<file path="src/rtl/systolic_pkg.sv">
// Shared types and helpers for the systolic PE.
// Default widths, FSM state enum, saturation limit function.
package systolic_pkg;

  localparam int DEF_DATA_W = 16;
  localparam int DEF_ACC_W  = 40;
  localparam int LIM_W      = 64;

  typedef enum logic {
    IDLE  = 1'b0,
    ACCUM = 1'b1
  } pe_state_e;

  // Max (hi=1) or min (hi=0) value of a w-bit word.
  function automatic logic [LIM_W-1:0] sat_limit(
    input int   w,
    input logic sgn,
    input logic hi
  );
    logic [LIM_W-1:0] r;
    r = '0;
    for (int i = 0; i < LIM_W; i++) begin
      if (!sgn) begin
        r[i] = hi && (i < w);
      end else if (hi) begin
        r[i] = (i < w - 1);
      end else begin
        r[i] = (i == w - 1);
      end
    end
    return r;
  endfunction

endpackage

</file>
<file path="src/rtl/pe_mac.sv">
// Combinational extend-multiply-add-saturate for the PE.
// a,b operands; acc_in running sum; first zeroes acc_in; sum,ovf out.
module pe_mac
  import systolic_pkg::*;
#(
  parameter int DATA_W   = DEF_DATA_W,
  parameter int ACC_W    = DEF_ACC_W,
  parameter int SIGNED   = 0,
  parameter int SATURATE = 0
) (
  input  logic [DATA_W-1:0] a,
  input  logic [DATA_W-1:0] b,
  input  logic [ACC_W-1:0]  acc_in,
  input  logic              first,
  output logic [ACC_W-1:0]  sum,
  output logic              ovf
);

  localparam int PW = 2 * DATA_W;
  localparam logic SG = (SIGNED != 0);
  localparam logic ST = (SATURATE != 0);

  logic [PW-1:0]    a_x;
  logic [PW-1:0]    b_x;
  logic [PW-1:0]    prod;
  logic [ACC_W:0]   prod_x;
  logic [ACC_W:0]   acc_x;
  logic [ACC_W:0]   sum_x;
  logic [LIM_W-1:0] lim_hi;
  logic [LIM_W-1:0] lim_lo;

  // Low PW bits of the product are correct for both
  // modes once operands are extended to PW bits.
  assign a_x  = {{DATA_W{SG & a[DATA_W-1]}}, a};
  assign b_x  = {{DATA_W{SG & b[DATA_W-1]}}, b};
  assign prod = a_x * b_x;

  assign prod_x = {{(ACC_W+1-PW){SG & prod[PW-1]}}, prod};
  assign acc_x  = first ? '0
                : {SG & acc_in[ACC_W-1], acc_in};
  assign sum_x  = acc_x + prod_x;

  assign lim_hi = sat_limit(ACC_W, SG, 1'b1);
  assign lim_lo = sat_limit(ACC_W, SG, 1'b0);

  always_comb begin
    ovf = SG ? (sum_x[ACC_W] ^ sum_x[ACC_W-1])
             : sum_x[ACC_W];
    sum = sum_x[ACC_W-1:0];
    if (ovf && ST) begin
      // Signed: the extra top bit is the true sign.
      if (SG && sum_x[ACC_W]) sum = lim_lo[ACC_W-1:0];
      else                    sum = lim_hi[ACC_W-1:0];
    end
  end

endmodule

</file>
<file path="src/rtl/systolic_pe_v2.sv">
// Output-stationary systolic MAC PE with framing and result buffer.
// west/north in, east/south forwarded, result valid/ready, sticky flags.
module systolic_pe_v2
  import systolic_pkg::*;
#(
  parameter int DATA_W   = DEF_DATA_W,
  parameter int ACC_W    = DEF_ACC_W,
  parameter int SIGNED   = 0,
  parameter int SATURATE = 0
) (
  input  logic              clk,
  input  logic              rst,
  input  logic [DATA_W-1:0] west_data,
  input  logic              west_valid,
  input  logic              west_last,
  input  logic [DATA_W-1:0] north_data,
  input  logic              north_valid,
  output logic [DATA_W-1:0] east_data,
  output logic              east_valid,
  output logic              east_last,
  output logic [DATA_W-1:0] south_data,
  output logic              south_valid,
  output logic [ACC_W-1:0]  result,
  output logic              result_valid,
  input  logic              result_ready,
  input  logic              clear_flags,
  output logic              err_skew,
  output logic              err_overrun,
  output logic              sat_flag
);

  pe_state_e        state;
  logic [ACC_W-1:0] acc;
  logic [ACC_W-1:0] sum;
  logic             ovf;
  logic             fire;
  logic             skew;
  logic             done;
  logic             take;

  assign fire = west_valid & north_valid;
  assign skew = west_valid ^ north_valid;
  assign done = fire & west_last;
  assign take = ~result_valid | result_ready;

  pe_mac #(
    .DATA_W  (DATA_W),
    .ACC_W   (ACC_W),
    .SIGNED  (SIGNED),
    .SATURATE(SATURATE)
  ) u_mac (
    .a     (west_data),
    .b     (north_data),
    .acc_in(acc),
    .first (state == IDLE),
    .sum   (sum),
    .ovf   (ovf)
  );

  always_ff @(posedge clk) begin
    if (rst) begin
      east_data   <= '0;
      east_valid  <= 1'b0;
      east_last   <= 1'b0;
      south_data  <= '0;
      south_valid <= 1'b0;
    end else begin
      east_data   <= west_data;
      east_valid  <= west_valid;
      east_last   <= west_last;
      south_data  <= north_data;
      south_valid <= north_valid;
    end
  end

  always_ff @(posedge clk) begin
    if (rst) begin
      state <= IDLE;
      acc   <= '0;
    end else if (fire) begin
      if (west_last) begin
        state <= IDLE;
        acc   <= '0;
      end else begin
        state <= ACCUM;
        acc   <= sum;
      end
    end
  end

  always_ff @(posedge clk) begin
    if (rst) begin
      result       <= '0;
      result_valid <= 1'b0;
    end else if (done && take) begin
      result       <= sum;
      result_valid <= 1'b1;
    end else if (!done && result_valid && result_ready) begin
      result_valid <= 1'b0;
    end
  end

  // A set event beats a same-cycle clear.
  always_ff @(posedge clk) begin
    if (rst) begin
      err_skew    <= 1'b0;
      err_overrun <= 1'b0;
      sat_flag    <= 1'b0;
    end else begin
      err_skew    <= skew
                   | (err_skew & ~clear_flags);
      err_overrun <= (done & ~take)
                   | (err_overrun & ~clear_flags);
      sat_flag    <= (fire & ovf)
                   | (sat_flag & ~clear_flags);
    end
  end

endmodule

</file>
<file path="config.mk">
export PLATFORM = sky130hd
export DESIGN_NAME = systolic_pe_v2
export DESIGN_NICKNAME = d
export VERILOG_FILES = /design/src/rtl/systolic_pkg.sv /design/src/rtl/pe_mac.sv /design/src/rtl/systolic_pe_v2.sv
export SDC_FILE = /design/constraint.sdc
export NUM_CORES = 1
export LEC_CHECK = 0
export BUFFER_PORTS_ARGS = -buffer_cell sky130_fd_sc_hd__buf_2
export CAP_MARGIN = 20
export CELL_PAD_IN_SITES_DETAIL_PLACEMENT = 1
export CELL_PAD_IN_SITES_GLOBAL_PLACEMENT = 1
export CORE_AREA = 2 2 203 205
export DETAILED_ROUTE_END_ITERATION = 8
export DIE_AREA = 0 0 205 207
export HOLD_SLACK_MARGIN = 0.02
export PLACE_DENSITY = 0.69
export SLEW_MARGIN = 15
export SYNTH_ARGS = -nofsm -noshare
export SYNTH_HDL_FRONTEND = slang
export SYNTH_SLANG_ARGS = --single-unit
</file>
<file path="constraint.sdc">
create_clock -name clk -period 18.8 [get_ports clk]
set_clock_uncertainty 0.1 [all_clocks]
set_input_delay 4.7 -clock clk [delete_from_list [all_inputs] [get_ports clk]]
set_output_delay 4.7 -clock clk [all_outputs]
set_load 0.05 [all_outputs]
</file>
==> run_results.csv <==
group,metric,value,unit
yosys,synth_fa_ha_area_share,42.3,%
place,port_buffers,117,
yosys,yosysMostFrequentCell,"inv_1",
cts,ctsResizeCount,0,
critical_path,startpoint_type,"input port",
grt,grt_overflow,0,
sta,tns,0,ps
routing,routed_wl,40200,µm
yosys,netlist_instances,1602,
cts,cts_tree,"yes",
cts,cts_root_buffer,"clkbuf_16",
sta,drv_slew,0,
place,hpwl,31900,µm
sta,relSlewSlack,34.2,%
sta,hold_viol,0,
run_status,status,"completed",
critical_path,critPathRequiredTime,19040,ps
hold_path,hp-class,"reg2reg",
floorplan,die_area,42400,µm²
grt,grt_pass1_vias,11970,
finish,finalNetCount,2044,
yosys,synth_nets,1977,
floorplan,dieHeight,207,µm
finish,nFillCells,4800,
place,place.gp.congestion,0.864,
job,max-cap-violations,0,
critical_path,worst_setup_path_end_kind,"flop",
yosys,synthesis.area,13900,µm²
cts,cts_setup_buffers,0,
yosys,synth_compound_area_share,9.07,%
sta,setup_violations,0,
cts,clk-insertion-delay-late,460,ps
yosys,async_reset_ff_share,0,%
yosys,synth_top_cells_by_count,"307 x inv_1, 259 x nand2_1, 226 x fa_1, 130 x and2_1, 120 x dfxtp_1",
yosys,yosysSeqAreaShare,17.2,%
finish,num_antenna_cells,0,
routing,routedWlPerCell,18.2,µm
routing,dr.pass1.iters,4,
finish,area_growth,11.6,%
yosys,yosys_warnings,0,
sta,holdWs,348,ps
yosys,synth_top_family_by_area,"adder cells",
grt,grt_pass1_wl,67000,µm
yosys,ys.flop_type,"dfxtp_1",
yosys,synth.area.top_cells,"fa_1 32%, dfxtp_1 17%, ha_1 9.9%, inv_1 8.3%, nand2_1 7.0%",
cts,cts_hold_buf,0,
sta,rsz0062_at_grt,"no",
finish,seq_area,2400,µm²
grt,grt.total_usage,20.3,%
cts,clock-sinks,120,
sta,fin_crit_sh,57.2,%
grt,grt_antenna_before_repair,0,
sta,worstMarginPinSlew,986,ps
cts,clk_path_buf_depth,2,
yosys,synth_xor_xnor_area_share,1.88,%
cts,h-tree-depth,4,
yosys,yosysTopAreaCell,"fa_1",
finish,drive_gt1_share,10.0,%
yosys,yosysUniqueCellTypes,58,
cts,cts_buffers,17,
floorplan,initial_core_util,34.5,%
floorplan,die_w,205,µm
floorplan,core_area,40400,µm²
critical_path,critPathKind,"in2reg",
yosys,synth-edff-count,0,
yosys,synth_area_per_cell,8.70,µm²
routing,viasPerCell,4.86,
sta,min_period,10750,ps
critical_path,crit_fanout,17,
routing,route.detailed.drc,0,
routing,antenna_left,0,
yosys,synth-simple-area-share,19.0,%
floorplan,rows,74,
yosys,synth.area.mux_share,0.0718,%
routing,vias,10752,
floorplan,io_pins,118,
cts,clkTransAtPathRegs,60,ps
grt,grt_max_degree,63,
critical_path,arrival,10990,ps
yosys,yosys_register_bits,120,
yosys,yosysTopAreaCellShare,32.5,%
finish,multi_input_area,10100,µm²
sta,max_freq,93.1,MHz
routing,drtIter0Drc,498,
## final timing paths
kind / from / to / slack [ps] / cells past startpoint
min reg2reg: acc[17] / acc[17] / 350 / 2
min: acc[17] / acc[17] / 350 / 2
max reg2reg: state / result[25] / 12800 / 17
max: north_data[1] / acc[38] / 8050 / 21
## per-layer routing
| layer | GRT usage [%] | up-vias | part of all wire, % |
|---|---|---|---|
| li1 | - | 5021 | - |
| met1 | 30.1 | 5515 | 51 |
| met2 | 30.8 | 179 | 45 |
| met3 | 3.51 | 37 | 3.5 |
| met4 | 4.47 | 0 | 1.3 |
| met5 | 0 | - | 0 |
## metrics by stage
step	instance area, µm²	worst slack, ps	instances	util (%)
final	15600	8050	2214	38.5
after detailed placement	15000	7640	2182	37.1
after floorplan	13900	8140	1602	-
after CTS	15600	8110	2214	38.5
after global routing	15600	7670	2214	38.5
after global placement	15000	7740	2182	37.1
## cells in the final DEF (no fill, tap or decap), types with 9 or more instances in the layout
master / instances
a22o_1: 13
nor2b_1: 56
a21o_1: 22
and2_1: 130
buf_2: 116
and3_1: 14
ha_1: 110
inv_1: 307
o21ai_0: 23
nand3_1: 9
nand2_1: 259
nor2_1: 36
xnor2_1: 22
a21oi_1: 77
clkbuf_16: 17
dfxtp_1: 120
fa_1: 226
## critical path, cell delays in order
cell and delay (ps):
buf_2 340, nand2_1 140, fa_1 530, fa_1 580
fa_1 450, fa_1 560, inv_1 60, fa_1 520
inv_1 70, fa_1 480, inv_1 50, ha_1 370
a21oi_1 280, o21ai_0 150, a21oi_1 220, nand4_1 150
a311oi_1 520, o21ai_0 140, and2_1 240, and4_1 190
a221o_1 250
## area by class of cell
type	instances	area share, %
Multi-Input combinational cell	1099	64.9
Tap cell	532	4.28
Sequential cell	120	15.4
Clock buffer	17	2.73
Clock inverter	15	1.08
Inverter	307	7.41
Timing Repair Buffer	124	4.12
## state kept, by name (all words and copies together) (netlist names)
name          flops
result           40
state             1
err_overrun       1
east_valid        1
acc              40
result_valid      1
sat_flag          1
err_skew          1
south_valid       1
south_data       16
east_data        16
east_last         1
## cell families (layout without fill, tap and decap cells)
| family | count (synthesis) | after routing |
|---|---|---|
| and+or+nand+nor | 542 | 542 |
| muxes | 1 | 1 |
| AOI/OAI and AO/OA | 190 | 190 |
| DFF | 120 | 120 |
| adders and majority gates | 336 | 336 |
| xor gates and xnor gates | 30 | 30 |
| buffers and inverters | 383 | 463 |
Power is left out: the tool's default activity adds up to more than one toggle a clock period on the data nets, which glitch-free logic cannot reach.
